File: config.mk
export PLATFORM = sky130hd
export DESIGN_NAME = regfile_wb_arbiter
export DESIGN_NICKNAME = d
export VERILOG_FILES = /design/src/rtl/regfile_wb_arbiter.sv
export SDC_FILE = /design/constraint.sdc
export NUM_CORES = 1
export LEC_CHECK = 0
export ABC_CLOCK_PERIOD_IN_PS = 2350
export CAP_MARGIN = 15
export CORE_UTILIZATION = 35
export DETAILED_ROUTE_END_ITERATION = 8
export PLACE_DENSITY = 0.67
export SLEW_MARGIN = 10
export SYNTH_ARGS = -nofsm -noshare
export SYNTH_HDL_FRONTEND = slang
export SYNTH_SLANG_ARGS = --single-unit
File: constraint.sdc
create_clock -name clk -period 2.35 [get_ports clk]
set_clock_uncertainty 0.15 [all_clocks]
set_input_delay 0.235 -clock clk [delete_from_list [all_inputs] [get_ports clk]]
set_output_delay 0.235 -clock clk [all_outputs]
set_load 0.05 [all_outputs]
File: src/rtl/regfile_wb_arbiter.sv
// Write-back controller: arbitrates ALU and load writers onto the register
// file write port and keeps a per-register pending-write scoreboard.
module regfile_wb_arbiter #(
  parameter int ADDRESS_WIDTH = 5,
  parameter int DATA_WIDTH    = 32,
  parameter int STARVE_LIMIT  = 3
) (
  input  logic                     clk,
  input  logic                     rst,
  input  logic                     iss_valid,
  input  logic [ADDRESS_WIDTH-1:0] iss_rd,
  output logic                     iss_ready,
  input  logic [ADDRESS_WIDTH-1:0] ad1,
  input  logic [ADDRESS_WIDTH-1:0] ad2,
  output logic                     raw_stall,
  input  logic                     alu_valid,
  input  logic [ADDRESS_WIDTH-1:0] alu_rd,
  input  logic [DATA_WIDTH-1:0]    alu_data,
  output logic                     alu_ready,
  input  logic                     mem_valid,
  input  logic [ADDRESS_WIDTH-1:0] mem_rd,
  input  logic [DATA_WIDTH-1:0]    mem_data,
  output logic                     mem_ready,
  output logic                     we3,
  output logic [ADDRESS_WIDTH-1:0] ad3,
  output logic [DATA_WIDTH-1:0]    wd3,
  output logic                     idle
);

  localparam int NREG = 2 ** ADDRESS_WIDTH;

  logic [NREG-1:0]          busy_q, busy_d;
  logic [3:0]               starve_q, starve_d;
  logic                     we3_q;
  logic [ADDRESS_WIDTH-1:0] ad3_q;
  logic [DATA_WIDTH-1:0]    wd3_q;

  logic                     alu_win;
  logic                     xfer;
  logic [ADDRESS_WIDTH-1:0] wr_rd;
  logic [DATA_WIDTH-1:0]    wr_data;

  assign iss_ready = !busy_q[iss_rd];
  assign raw_stall = busy_q[ad1] | busy_q[ad2];
  assign idle      = !(|busy_q) && !we3_q;

  // Grants look only at valids and starve so no path exists from rd/data to ready.
  assign alu_win   = alu_valid && (!mem_valid || (starve_q == 4'(STARVE_LIMIT)));
  assign alu_ready = alu_win;
  assign mem_ready = mem_valid && !alu_win;

  assign xfer    = alu_ready | mem_ready;
  assign wr_rd   = alu_ready ? alu_rd   : mem_rd;
  assign wr_data = alu_ready ? alu_data : mem_data;

  // NOTE: combinational blocks use blocking '=' with a default first so the
  // later set overrides the earlier clear and no latch is inferred.
  always_comb begin
    busy_d = busy_q;
    if (we3_q) busy_d[ad3_q] = 1'b0;
    if (iss_valid && iss_ready && (iss_rd != '0)) busy_d[iss_rd] = 1'b1;
    busy_d[0] = 1'b0;
  end

  always_comb begin
    starve_d = starve_q;
    if (!alu_valid || alu_ready) begin
      starve_d = '0;
    end else if (mem_valid && mem_ready && (starve_q < 4'(STARVE_LIMIT))) begin
      starve_d = starve_q + 4'd1;
    end
  end

  // NOTE: sequential state uses non-blocking '<=' so every flop samples
  // pre-edge values regardless of statement order.
  always_ff @(posedge clk or posedge rst) begin
    if (rst) begin
      busy_q   <= '0;
      starve_q <= '0;
      we3_q    <= 1'b0;
      ad3_q    <= '0;
      wd3_q    <= '0;
    end else begin
      busy_q   <= busy_d;
      starve_q <= starve_d;
      we3_q    <= xfer && (wr_rd != '0);
      if (xfer) begin
        ad3_q <= wr_rd;
        wd3_q <= wr_data;
      end
    end
  end

  assign we3 = we3_q;
  assign ad3 = ad3_q;
  assign wd3 = wd3_q;

endmodule

# Word level (Yosys, flattened, before mapping)
# Index checks and enable logic that the tools add are counted.
[word_totals] regBits=73 input_bits=94 output_inout_bits=43 elab_cells=57
[op_classes] addsub=1 n_lt_le_gt_ge=7 eq_ne=1 n_mux=16 n_bitwise=5 n_reduce_logical=22
[ops] cell="32-bit 2-to-1 mux" n=3
[ops] cell="32-bit AND" n=1
[ops] cell="32-bit NOT" n=1
[ops] cell="32-bit bitwise OR" n=1
[ops] cell="31-bit OR reduction" n=1
[ops] cell="5-bit by 6-bit less-than comparator with 1-bit output, second input constant" n=4
[ops] cell="1-bit binary-select mux with 5-bit select" n=3
[ops] cell="1-bit demux with 5-bit select" n=2
[ops] cell="5-bit by 1-bit >= comparator with 1-bit output, second input constant" n=2
[ops] cell="1-bit logical AND" n=10
[ops] cell="5-bit nonzero test" n=2
[ops] cell="4-bit 2-to-1 mux" n=2
[ops] cell="1-bit logical NOT" n=6
[ops] cell="1-bit 2-to-1 mux" n=5
[ops] cell="5-bit 2-to-1 mux" n=1
[ops] cell="4-bit by 1-bit adder with 4-bit output, second input constant" n=1
[ops] cell="4-bit by 2-bit equality test with 1-bit output, second input constant" n=1
[ops] cell="4-bit by 2-bit less-than comparator with 1-bit output, second input constant" n=1
[ops] cell="1-bit logical OR" n=2
[ops] cell="1-bit bitwise OR" n=2
[ops] cell="2-bit nonzero test" n=1

# Depth between registers and ports, before layout
[logic_depth] word_depth=9 ltp_mapped=6 depth_no_buf=5

# Worst setup path before layout
# No wires, ideal clock.
[synth_timing] path_kind="in2out" startpoint="in iss_rd[0]" endpoint="out iss_ready" arrival_ps=2396 t_required_ps=1965 setup_slack_ps=-431 cell_stages=6 n_path_buf=2 cell_sequence="buf_6 buf_6 mux4_2 a21oi_1 a311oi_1 a211oi_1"
[synth_between] elab_chain_cells=3
[synth_lines] item="start, declared" line_no="11" rtl="input logic [ADDRESS_WIDTH-1:0] iss_rd,"
[synth_lines] item="1-bit binary-select mux with 5-bit select" line_no="43" rtl="assign iss_ready = !busy_q[iss_rd];"
[synth_lines] item="1-bit 2-to-1 mux (implied by the code)" line_no="43"
[synth_lines] item="1-bit logical NOT" line_no="43"
[synth_lines] item="end, declared" line_no="12" rtl="output logic iss_ready,"
# Every way passes these cells. The select of a mux whose other input is x is not followed.

# Final worst setup path
[layout_timing] startpoint="in ad2[1]" endpoint="out raw_stall"
[layout_between] elab_chain_cells=3
[layout_lines] item="start, declared" line_no="14" rtl="input logic [ADDRESS_WIDTH-1:0] ad2,"
[layout_lines] item="1-bit binary-select mux with 5-bit select" line_no="44" rtl="assign raw_stall = busy_q[ad1] | busy_q[ad2];"
[layout_lines] item="1-bit 2-to-1 mux (implied by the code)" line_no="44"
[layout_lines] item="1-bit bitwise OR" line_no="44"
[layout_lines] item="end, declared" line_no="15" rtl="output logic raw_stall,"
# Every way passes these cells. The select of a mux whose other input is x is not followed.

==> results.ini <==
[placed_design]
dp_slack_ns=-0.3136
place_area_um2=5718
dp_cells=685
dp_hpwl_um=9577
portBuffers=136
gp_congestion=0.9514

[sta]
maxSlewViolCount=0
setup_violations=2
tightest_slew_ns=0.6746
finalCriticalPeriod_ns=2.498
rsz0062_at_grt=yes
finalHoldViolCount=0
fmax_mhz=400.3
slew_headroom_pct=54.68
timing.final.ws_setup_ns=-0.1481
min_period_over_period_pct=106.3
hold_slack_ns=0.1717

[cts]
cts_tree=built
insertion_delay_ns=0.33
cts_buffers=9
cts_hold_buf=0
cts_max_level=3
clockBufferDepth=2
root_buffer=clkbuf_16
path_clk_slew_ns=0.05
cts_sinks=73

[final_layout]
nNetsFinal=661
post-route-util_pct=55.72
drive_gt1_share_pct=17.34
final_area_um2=6146
final_cells=711
n_antenna_cell=0
syn2layout_area_growth_pct=52.88

[critical_path]
end_kind=output port
crit_chain=clkdlybuf4s50_1 > mux2i_1 > mux4_2 > nor3_1 > a2111oi_0 > nand4_1 > buf_6
ff2ff_path_depth=7
critPathArrivalTime_ns=2.11
critPathMaxStageDelay_ns=0.65
crit_slowest_cell=clkdlybuf4s50_1
path_class=primary input to output port
crit_fanout=5
start_kind=primary input
cp.required_ns=1.97

[worst_hold_path]
hold_path.class=primary input to async pin

[power]
pwr-share-clk_pct=26.4
leakage_nw=2.515
p_per_area_nw_per_um2=855.5
p_seq_share_pct=40.3
p_comb_share_pct=33.3
vdd_drop_max_mv=0.4018
p_sw_mw=1.875
switching_share_pct=35.66
internal_power_mw=3.383

[synth]
synthArstFlopShare_pct=100.0
synthFlopType=dfrtp_1
synth-seq-cells=73
yosysSeqAreaShare_pct=45.44
syn-num-nets=504
syn_area_um2=4020
synth.distinct_cells=41
synth_edf_count=0
synthCells=409
syn_avg_cell_area_um2=9.829
yosys_warnings=0

[routing]
vias=3995
drtIter0Drc=367
vias_per_cell=5.619
drt_pass1_iterations=5
drcViolationCount=0
wl_per_cell_um=18.52
wl_um=13170
antenna_left=0

[run_status]
outcome=finished, violations left
violations=negative setup slack

[floorplanning]
start_util_pct=36.45
die_x_um=109.2
rows=38
die-area_um2=11920
num_io_pins=137
fp.dieH_um=109.2
core_area_um2=11030

[global_routing]
first_global_vias=4093
grt_usage_pct=23.46
antenna_found_initial=0
overflow=0
grt_first_pass_wirelength_um=20950
grt_start_max_net_pins=74

[flow_run]
max_cap_violations=0

==> cell usage after synthesis, types with 9 or more instances <==
library cell	instances	area, µm²
mux2i_1	15	150.1
o21ai_0	38	190.2
nor2_1	10	37.54
a22oi_1	32	240.2
nor4_1	9	56.30
o21ai_1	32	160.2
nand2_1	83	311.6
dfrtp_1	73	1827
clkbuf_1	21	78.83
mux4_2	19	427.9
nand3b_1	10	75.07
==> logic make-up (layout without fill, tap and decap cells) <==
logic type	after synthesis	count (layout)	synth area share, %
compound gates	118	118	17.55
fa+ha+maj	1	1	0.3112
buf+inv	29	191	3.112
flops	73	73	45.44
mux	35	35	14.66
simple gates	153	153	18.92
==> flip-flops by register name (all words and copies together) (netlist names) <==
signal	count
ad3	5
busy_q	31
starve_q	4
wd3	32
we3	1
==> cell type report <==
| class | instances | area (µm²) |
|---|---|---|
| Inverter | 5 | 18.77 |
| Multi-Input combinational cell | 307 | 2121 |
| Timing Repair Buffer | 170 | 1682 |
| Sequential cell | 73 | 1841 |
| Fill cell | 1012 | 4885 |
| Tap cell | 140 | 175.2 |
| Clock inverter | 2 | 35.03 |
| Clock buffer | 14 | 274.0 |
==> stage by stage <==
step	TNS [ns]	power [mW]
CTS	-0.2701	5.209
floorplan	0	2.926
global route	-0.4013	5.512
global placement	-2.028	3.728
detailed placement	-2.537	3.746
finish	-0.1961	5.258
==> critical path: cells and delay by family <==
family                 cells  cell delay [ns]
muxes                      2             0.51
AOI/OAI and AO/OA          1             0.28
buffers and inverters      2             0.85
and+or+nand+nor            2             0.24
==> repair_timing <==
item	CTS	global route
pin swaps	4	4
setup buffers	8	2
hold endpoints to repair	0	0
gates resized for setup	11	15
setup endpoints to repair	2	6
==> path summary, 6_finish.rpt <==
check / from / end / slack (ns)
worst min register to register: wd3[20]$_DFFE_PP0P_ / wd3[20]$_DFFE_PP0P_ / 0.35
worst max register to register: busy_q[23]$_DFF_PP0_ / busy_q[23]$_DFF_PP0_ / 0.04
worst min-delay path: rst / wd3[2]$_DFFE_PP0P_ / 0.17
min in group clk: mem_data[7] / wd3[7]$_DFFE_PP0P_ / 0.29
worst max-delay path: ad2[1] / raw_stall / -0.15
max in group asynchronous: rst / busy_q[18]$_DFF_PP0_ / 1.58
==> layer usage <==
layer	GRT usage [%]	vias up	routed length, µm
li1	-	1850	-
met1	28.89	1886	5186
met2	36.39	231	6112
met3	8.727	28	1472
met4	11.05	0	394
met5	0	-	0
==> power by group through the flow <==
stage                     Combinational (mW)  Sequential [mW]  Clock [mW]
after detailed placement                1.66             2.09           0
after global routing                    1.89             2.15        1.48
after global placement                  1.63             2.09           0
after CTS                               1.73             2.07        1.41
after floorplan                        0.870             2.06           0
final                                   1.75             2.12        1.39
==> layout by cell type, fill, tap and decap left out, types with 5 or more instances in the layout <==
cell type / instances
a21oi_1: 5
a22oi_1: 32
buf_12: 6
buf_4: 31
clkbuf_16: 9
clkdlybuf4s50_1: 127
dfrtp_1: 62
dfrtp_2: 11
mux2i_1: 15
mux4_2: 19
nand2_1: 83
nand2b_1: 5
nand3_1: 5
nand3b_1: 10
nand4_1: 6
nor2_1: 9
nor3_1: 6
nor4_1: 9
o21ai_0: 37
o21ai_1: 29
(Power assumes the default switching activity.)
